**src/rtl/out_port_buffer_pkg.sv**
```systemverilog
// Shared constants for the output-port buffer: default port width and
// the encodings of the handshake-side state machine.
package out_port_buffer_pkg;

    localparam int PORT_W = 16;

    typedef enum logic {
        ST_EMPTY = 1'b0,
        ST_HOLD  = 1'b1
    } out_state_t;

endpackage

```
**src/rtl/port_fifo_mem.sv**
```systemverilog
// DEPTH x DATA_WIDTH storage with one write port and one registered read port.
// The read register forwards the incoming word when it targets the slot being read.
module port_fifo_mem #(
    parameter int DATA_WIDTH = 16,
    parameter int DEPTH      = 4,
    localparam int ADDR_W    = $clog2(DEPTH)
) (
    input  logic                  clk,
    input  logic                  reset,
    input  logic                  we,
    input  logic [ADDR_W-1:0]     waddr,
    input  logic [DATA_WIDTH-1:0] wdata,
    input  logic [ADDR_W-1:0]     raddr,
    output logic [DATA_WIDTH-1:0] rdata
);

    logic [DATA_WIDTH-1:0] mem [DEPTH];

    // Contents are left uninitialised; validity is tracked by the count outside.
    always_ff @(posedge clk) begin
        if (we) begin
            mem[waddr] <= wdata;
        end
    end

    // raddr is the next-cycle read pointer, so a word written into the slot
    // about to be presented must bypass the array to appear one edge later.
    always_ff @(posedge clk or negedge reset) begin
        if (!reset) begin
            rdata <= '0;
        end else if (we && (waddr == raddr)) begin
            rdata <= wdata;
        end else begin
            rdata <= mem[raddr];
        end
    end

endmodule

```
**src/rtl/out_port_buffer.sv**
```systemverilog
// Captures every strobed OUT word into a small FIFO and presents it to the
// external listener over valid/ready; flags near-full and dropped words.
module out_port_buffer
    import out_port_buffer_pkg::*;
#(
    parameter int DATA_WIDTH = PORT_W,
    parameter int DEPTH      = 4,
    localparam int ADDR_W    = $clog2(DEPTH)
) (
    input  logic                  clk,
    input  logic                  reset,
    input  logic                  outSignalEn,
    input  logic [DATA_WIDTH-1:0] outPortData,
    input  logic                  portReady,
    input  logic                  clrOverflow,
    output logic [DATA_WIDTH-1:0] portData,
    output logic                  portValid,
    output logic [ADDR_W:0]       bufCount,
    output logic                  almostFull,
    output logic                  overflow
);

    localparam logic [ADDR_W:0]   CNT_FULL = (ADDR_W+1)'(DEPTH);
    localparam logic [ADDR_W:0]   CNT_AF   = (ADDR_W+1)'(DEPTH - 1);
    localparam logic [ADDR_W:0]   CNT_ONE  = (ADDR_W+1)'(1);
    localparam logic [ADDR_W-1:0] PTR_ONE  = ADDR_W'(1);

    if ((DEPTH < 2) || ((DEPTH & (DEPTH - 1)) != 0)) begin : g_bad_depth
        $error("out_port_buffer: DEPTH must be a power of two >= 2");
    end

    logic [ADDR_W-1:0] wr_ptr, wr_ptr_nxt;
    logic [ADDR_W-1:0] rd_ptr, rd_ptr_nxt;
    logic [ADDR_W:0]   count, count_nxt;
    out_state_t        state, state_nxt;
    logic              full, push, pop, drop;

    // The core cannot be stalled, so a push while full is only taken
    // when the listener frees a slot on the same edge.
    assign full = (count == CNT_FULL);
    assign pop  = (state == ST_HOLD) && portReady;
    assign push = outSignalEn && (!full || pop);
    assign drop = outSignalEn && full && !pop;

    always_comb begin
        wr_ptr_nxt = wr_ptr;
        rd_ptr_nxt = rd_ptr;
        count_nxt  = count;
        state_nxt  = state;

        if (push) wr_ptr_nxt = wr_ptr + PTR_ONE;
        if (pop)  rd_ptr_nxt = rd_ptr + PTR_ONE;

        case ({push, pop})
            2'b10:   count_nxt = count + CNT_ONE;
            2'b01:   count_nxt = count - CNT_ONE;
            default: count_nxt = count;
        endcase

        case (state)
            ST_EMPTY: if (push) state_nxt = ST_HOLD;
            ST_HOLD:  if (count_nxt == '0) state_nxt = ST_EMPTY;
            default:  state_nxt = ST_EMPTY;
        endcase
    end

    always_ff @(posedge clk or negedge reset) begin
        if (!reset) begin
            wr_ptr <= '0;
            rd_ptr <= '0;
            count  <= '0;
            state  <= ST_EMPTY;
        end else begin
            wr_ptr <= wr_ptr_nxt;
            rd_ptr <= rd_ptr_nxt;
            count  <= count_nxt;
            state  <= state_nxt;
        end
    end

    // A fresh drop outranks a clear arriving on the same edge.
    always_ff @(posedge clk or negedge reset) begin
        if (!reset) begin
            overflow <= 1'b0;
        end else if (drop) begin
            overflow <= 1'b1;
        end else if (clrOverflow) begin
            overflow <= 1'b0;
        end
    end

    port_fifo_mem #(
        .DATA_WIDTH (DATA_WIDTH),
        .DEPTH      (DEPTH)
    ) u_mem (
        .clk   (clk),
        .reset (reset),
        .we    (push),
        .waddr (wr_ptr),
        .wdata (outPortData),
        .raddr (rd_ptr_nxt),
        .rdata (portData)
    );

    assign portValid  = (state == ST_HOLD);
    assign bufCount   = count;
    assign almostFull = (count >= CNT_AF);

endmodule

```
**config.mk**
```make
export PLATFORM = sky130hd
export DESIGN_NAME = out_port_buffer
export DESIGN_NICKNAME = d
export VERILOG_FILES = /design/src/rtl/out_port_buffer_pkg.sv /design/src/rtl/port_fifo_mem.sv /design/src/rtl/out_port_buffer.sv
export SDC_FILE = /design/constraint.sdc
export NUM_CORES = 1
export LEC_CHECK = 0
export BUFFER_PORTS_ARGS = -buffer_cell sky130_fd_sc_hd__buf_2
export CORE_ASPECT_RATIO = 1.75
export CORE_UTILIZATION = 43
export CTS_CLUSTER_SIZE = 40
export DETAILED_ROUTE_END_ITERATION = 10
export PLACE_DENSITY = 0.64
export SLEW_MARGIN = 0
export SYNTH_ARGS = -nofsm -noshare
export SYNTH_HDL_FRONTEND = slang
export SYNTH_SLANG_ARGS = --single-unit
```
**constraint.sdc**
```tcl
create_clock -name clk -period 5.5 [get_ports clk]
set_clock_uncertainty 0.05 [all_clocks]
set_input_delay 1.65 -clock clk [delete_from_list [all_inputs] [get_ports clk]]
set_output_delay 1.65 -clock clk [all_outputs]
set_load 0.01 [all_outputs]
```
==> results of run 1 <==
## synth_stat cells, drive strengths merged (2+ instances only)
cell / count
mux2: 16
or2b: 2
a21boi: 3
o21ai: 4
edfxtp: 64
nand2: 6
inv: 7
mux4: 16
and2: 6
buf: 5
dfrtp: 25
ha: 4
a21oi: 2
and3b: 2
xnor2: 4
## metrics by stage
stage	setup WS, ns	util	instances
after global placement	1.72	0.482	309
after global routing	1.98	0.516	325
after CTS	2.06	0.516	325
after detailed placement	1.72	0.482	309
final	2.13	0.516	325
after floorplan	2.13	-	183
## logic make-up (layout without fill, tap and decap cells)
group | Yosys count | count (layout)
xor gates and xnor gates | 5 | 5
muxes | 32 | 32
buffers and inverters | 13 | 65
DFF | 89 | 89
and+or+nand+nor | 23 | 23
AOI/OAI and AO/OA | 16 | 16
adders and majority gates | 5 | 5
## final cells by class
type | instances | area [µm²]
multi-input cells | 81 | 966
inverters | 7 | 26.3
clock buffers | 10 | 239
flip-flops and latches | 89 | 2550
fillers | 680 | 3880
well taps | 90 | 113
repair buffers | 42 | 210
clock inverters | 6 | 33.8
## where the power goes
| part | switching, W | total, W | internal, W |
|---|---|---|---|
| combinational | 0.000402 | 0.000826 | 0.000424 |
| clock | 0.000240 | 0.000554 | 0.000314 |
| sequential | 0.0000782 | 0.00100 | 0.000924 |
## sequential cells by signal (all words and copies together) (netlist names)
signal,count
bufCount,3
overflow,1
portValid,1
rd_ptr,2
u_mem.mem,64
u_mem.rdata,16
wr_ptr,2
## placed cells by master (no fill, tap or decap), types with 2 or more instances in the layout
master / synthesis / layout
or2b_1: 2 / 2
xnor2_1: 2 / 2
mux2_2: 15 / 15
dfrtp_1: 25 / 25
a21boi_0: 3 / 3
a21oi_1: 2 / 2
clkbuf_16: 0 / 9
and2_1: 4 / 4
ha_1: 4 / 4
o21ai_0: 4 / 4
clkinv_2: 0 / 2
clkinv_1: 0 / 2
mux4_1: 7 / 7
edfxtp_1: 64 / 64
and3b_2: 2 / 2
mux4_2: 9 / 9
inv_1: 7 / 7
nand2_1: 6 / 6
buf_2: 0 / 42
## worst paths after layout
path,startpoint,end,depth (start not counted)
max,portReady,u_mem.rdata[9],5
min reg2reg,overflow,overflow,2
max in group asynchronous,reset,u_mem.rdata[13],1
max reg2reg,portValid,u_mem.rdata[9],4
min in group asynchronous,reset,u_mem.rdata[8],1
min,overflow,overflow,2
## worst register-to-register path, delay by kind of cell, from the launching register on
family | cells | cell delay (ns)
mux | 2 | 0.92
xor+xnor | 1 | 0.66
flops | 1 | 0.48
simple gates | 1 | 0.22
## per-layer routing
layer / routed length, µm / part of all wire / GRT usage / up-vias
met3: 199 / 0.032 / 0.0399 / 10
met2: 3310 / 0.54 / 0.278 / 34
met1: 2510 / 0.41 / 0.183 / 911
li1: - / - / - / 807
met5: 0 / 0 / 0 / -
met4: 135 / 0.022 / 0.0850 / 0
==> results by group, run 1 <==
Status
  • Status: complete, but fails checks
  • Failing checks: design-rule violations

Synth
  • Synthesized instance count: 183
  • Dominant cells by area after synthesis: edfxtp_1 (53%), dfrtp_1 (17%), mux4_2 (5.6%)
  • Post-Syn Area: 3600 µm²
  • Register area share after synthesis: 0.707
  • Syn Nets: 209
  • XOR/XNOR Fraction of Synth Area: 0.0194
  • Simple-gate area share of the yosys netlist: 0.0385
  • Synth Area in Compound Gates: 0.0323
  • Post-synthesis async set-or-reset flop share: 0.281
  • Post-synth EDFFs: 64
  • Yosys top cell by area: edfxtp_1
  • Synth top area share: 0.533
  • Main combinational cell family by area after synthesis: multiplexers
  • Register bit total from synthesis: 89
  • Post-synthesis mux area share: 0.158
  • Syn avg cell area: 19.7 µm²
  • Unique masters post-synth: 39
  • YS warnings: 0
  • Adder-cell area share of the yosys netlist: 0.0194
  • Most used DFF post-synth: edfxtp_1

CTS
  • CTS Sinks: 89
  • Root Buffer: clkbuf_16
  • Clk pin slew, worst setup/hold paths: 0.06 ns
  • TritonCTS buffer count: 9
  • Setup bufs post-CTS: 0
  • Clk buf depth: 2
  • Worst-skew pair later-pin latency: 0.34 ns
  • Post-CTS Resized: 0
  • CTS H-tree depth: 3
  • Hold-fix buffers, CTS: 0
  • CTS tree: built

Setup path
  • Kind of critical path: primary input to register
  • Endpoint type of the worst setup path: register
  • Crit path max fanout: 17
  • CP cell instances: buf_2, and2_4, xnor2_4, mux4_1, mux2_2
  • CP required: 5.67 ns
  • CP delay by family, top: multiplexers
  • CP max stage delay: 0.66 ns
  • Crit path launch type: primary input
  • Crit path arrival time: approximately 3.6 ns
  • Setup slack, reg-to-reg: 3.06 ns
  • Slowest library cell on the worst path: xnor2_4
  • Worst Path Buf+Inv: 1

Global routing
  • First-pass GRT wire length: 9.86 mm
  • Grt ovf: 0
  • Pin count of the biggest net entering global routing: 26
  • Vias in the first global route: 1823
  • GRT Total Usage: 0.161
  • Initial antenna violation count: 0

Power and ir drop
  • Worst vdd ir: 0.253 mV
  • Pwr Total: 0.00238 W
  • PD cells: 576 nW/µm²
  • Leak: 1.56 nW

Routing
  • Vias per Instance: approximately 5.4
  • Post-route ant nets: 0
  • Total wire length: 6.15 mm
  • DRC violations left: 5
  • DR pass1 iterations: 8
  • Iter 0 DRT Violations: 85
  • DR vias: 1762
  • Drt wl/cell: 18.9 µm

Layout
  • Layout area overhead: 14.8%
  • Nets: 256
  • Layout cells sized above 1: 0.370
  • Number of diodes: 0
  • Finished layout cell area: 4140 µm²

Placement
  • Area after DPL: 3860 µm²
  • I/O Buffers: between 40 and 50
  • Gp weighted congestion: 0.714
  • Post-DP HPWL: 3.80 mm

STA
  • Tcrit/Tclk final: 0.614
  • Min Tclk post-route: 3.37 ns
  • Final hold viol count: 0
  • RSZ-0062 raised after global routing: false
  • Fin Setup TNS: 0 ns
  • Headroom to the max-slew limit: 0.264
  • Hold slack final: 0.481 ns
  • Final setup violation count: 0
  • Final Max Slew Viols: 0
  • Max frequency: a little under 300 MHz
  • Worst-Margin Slew: 1.10 ns

Job
  • Max-Cap Viols: 0

Floorplan
  • Rows: 43
  • Starting Density: 0.450
  • Ports: 43
  • Die height: 123 µm
  • Core ar.: 8020 µm²
  • Width of the die: 71.2 µm
  • Die area: 8760 µm²

Worst hold path
  • Worst min path class: register to register
No activity file was read; power rests on OpenSTA's default activity.
==> inputs of run 2 (changes only) <==
Settings changed: PLACE_DENSITY 0.64 to 0.66.
Clock period 5.5 ns to 3 ns, I/O delays scaled along.
==> results by group, run 2 (synthesized netlist as in run 1, its figures left out) <==
Status
  • Status: complete, but fails checks (unchanged)
  • Failing checks: design-rule violations (unchanged)

Worst hold path
  • WHS Path Cells: 2 (unchanged)
  • Hold path start: overflow (unchanged)
  • Hold EP: overflow (unchanged)
  • Worst min path class: register to register (unchanged)

Floorplan
  • Ports: 43 (unchanged)
  • Rows: 43 (unchanged)
  • Starting Density: 0.450 (unchanged)
  • Die height: 123 µm (unchanged)
  • Core ar.: 8020 µm² (unchanged)
  • Die area: 8760 µm² (unchanged)
  • Width of the die: 71.2 µm (unchanged)

CTS
  • Worst-skew pair later-pin latency: 0.34 ns (about the same)
  • Root Buffer: clkbuf_16 (unchanged)
  • Setup bufs post-CTS: 0 (unchanged)
  • CTS Sinks: 89 (unchanged)
  • CTS H-tree depth: 3 (unchanged)
  • Hold-fix buffers, CTS: 0 (unchanged)
  • Post-CTS Resized: 0 (unchanged)
  • Clk pin slew, worst setup/hold paths: 0.06 ns (about the same)
  • Clk buf depth: 2 (unchanged)
  • CTS tree: built (unchanged)
  • TritonCTS buffer count: 9 (unchanged)

STA
  • Hold slack final: 0.478 ns (was 0.481 ns)
  • Final Max Slew Viols: 0 (unchanged)
  • Final hold viol count: 0 (unchanged)
  • Final setup violation count: 0 (unchanged)
  • Fin Setup TNS: 0 ns (unchanged)
  • Min Tclk post-route: 2.37 ns
  • Max frequency: 422 MHz
  • Tcrit/Tclk final: 0.790
  • Headroom to the max-slew limit: 0.576 (was 0.264)
  • Worst-Margin Slew: 0.637 ns (was 1.10 ns)
  • RSZ-0062 raised after global routing: false (unchanged)

Setup path
  • CP required: 3.17 ns (was 5.67 ns)
  • Crit path max fanout: 9 (was 17)
  • Crit path arrival time: 2.54 ns (was 3.55 ns)
  • Endpoint type of the worst setup path: register (unchanged)
  • Reg-to-Reg End: portValid (was u_mem.rdata[9])
  • Reg-to-Reg Start: portValid (unchanged)
  • Setup slack, reg-to-reg: 0.83 ns (was 3.06 ns)
  • R2R depth: 7 (was 4)
  • Crit path launch type: primary input (unchanged)
  • Kind of critical path: primary input to register (unchanged)

Global routing
  • Initial antenna violation count: 0 (unchanged)
  • First-pass GRT wire length: 9.66 mm (was 9.86 mm)
  • Grt ovf: 0 (unchanged)
  • Vias in the first global route: 1848 (was 1823)
  • Pin count of the biggest net entering global routing: 26 (unchanged)
  • GRT Total Usage: 0.159 (was 0.161)

Job
  • Max-Cap Viols: 0 (unchanged)

Power and ir drop
  • Leak: 1.63 nW (was 1.56 nW)
  • Worst vdd ir: 0.417 mV (was 0.253 mV)
  • PD cells: 1080 nW/µm² (was 576 nW/µm²)

Placement
  • Gp weighted congestion: 0.806 (was 0.714)
  • Post-DP HPWL: 3.75 mm (was 3.80 mm)
  • I/O Buffers: 42 (unchanged)

Layout
  • Commonest non-fill, non-tap cells in the layout: edfxtp_1 (64), buf_2 (42), dfrtp_1 (25) (unchanged)
  • Fillers: 642 (was 680)
  • Largest Register: u_mem.mem (unchanged)
  • Number of diodes: 0 (unchanged)
  • Nets: 264 (was 256)
  • Commonest non-fill, non-tap cell in the layout: edfxtp_1 (unchanged)
  • Layout cells sized above 1: 0.399 (was 0.370)
  • Layout area overhead: 18.1% (was 14.8%)
  • Max reg flops: 64 (unchanged)
  • Multi-input logic area: 966 µm² (unchanged)
  • Sequential Area: 2550 µm² (unchanged)

Routing
  • Post-route ant nets: 0 (unchanged)
  • Vias per Instance: 5.35 (was 5.42)
  • Iter 0 DRT Violations: 119 (was 85)
  • DR vias: 1782 (was 1762)
  • Total wire length: 6.14 mm (was 6.15 mm)
  • Drt wl/cell: 18.4 µm (was 18.9 µm)
  • DRC violations left: 4 (was 5)
  • DR pass1 iterations: 7 (was 8)
-- run 2: cell count changes in the layout (fill, tap and decap cells not counted) --
| cell | before | now |
|---|---|---|
| buf_12 | 0 | 1 |
| clkinv_4 | 1 | 2 |
| buf_4 | 0 | 7 |
| bufinv_16 | 0 | 2 |
| clkinv_1 | 2 | 0 |
| clkbuf_8 | 1 | 0 |
-- run 2: stage by stage --
stage	instances	setup WS [ns]	power [W]	cell area [µm²]	util
2_1_floorplan	183	0.376	0.00303	3600	-
3_3_place_gp	317	0.327	0.00345	3940	0.491
3_5_place_dp	317	0.281	0.00349	3940	0.491
4_1_cts	333	0.631	0.00468	4260	0.531
5_1_grt	333	0.478	0.00488	4260	0.531
6_report	333	0.629	0.00460	4260	0.531
-- run 2: cell type report --
cell class                 count  share of cell area
clock buffer                   9              0.0529
clock inverter                 7              0.0223
inverter                       7             0.00617
multi-input combinational     81               0.227
sequential                    89               0.599
tap                           90              0.0265
timing repair buffer          50              0.0665
-- run 2: worst max path at each step --
stage / start / end / slack (ns) / cells past startpoint
2_1_floorplan: outSignalEn / portValid / 0.38 / 8
3_3_place_gp: outSignalEn / portValid / 0.33 / 8
3_5_place_dp: outSignalEn / portValid / 0.28 / 8
4_1_cts: outSignalEn / portValid / 0.63 / 8
5_1_grt: outSignalEn / portValid / 0.48 / 8
6_report: outSignalEn / portValid / 0.63 / 8
-- run 2: metal layers --
metal / up-vias / GRT usage / share of wire
li1: 825 / - / -
met1: 908 / 0.182 / 0.42
met2: 41 / 0.267 / 0.53
met3: 8 / 0.0391 / 0.031
met4: 0 / 0.0988 / 0.026
met5: - / 0 / 0
-- run 2: power by group --
part | switching, W | internal [W] | leakage, nW
registers | 0.000144 | 0.00169 | 0.879
logic | 0.000740 | 0.000853 | 0.598
clock network | 0.000447 | 0.000728 | 0.155
total | 0.00133 | 0.00327 | 1.63
-- run 2: critical path, stage by stage --
cell,delay [ns]
buf_2,0.15
and3b_2,0.27
inv_1,0.06
fa_1,0.50
nor2_1,0.04
o21ai_0,0.21
o211ai_1,0.12
o32a_1,0.29
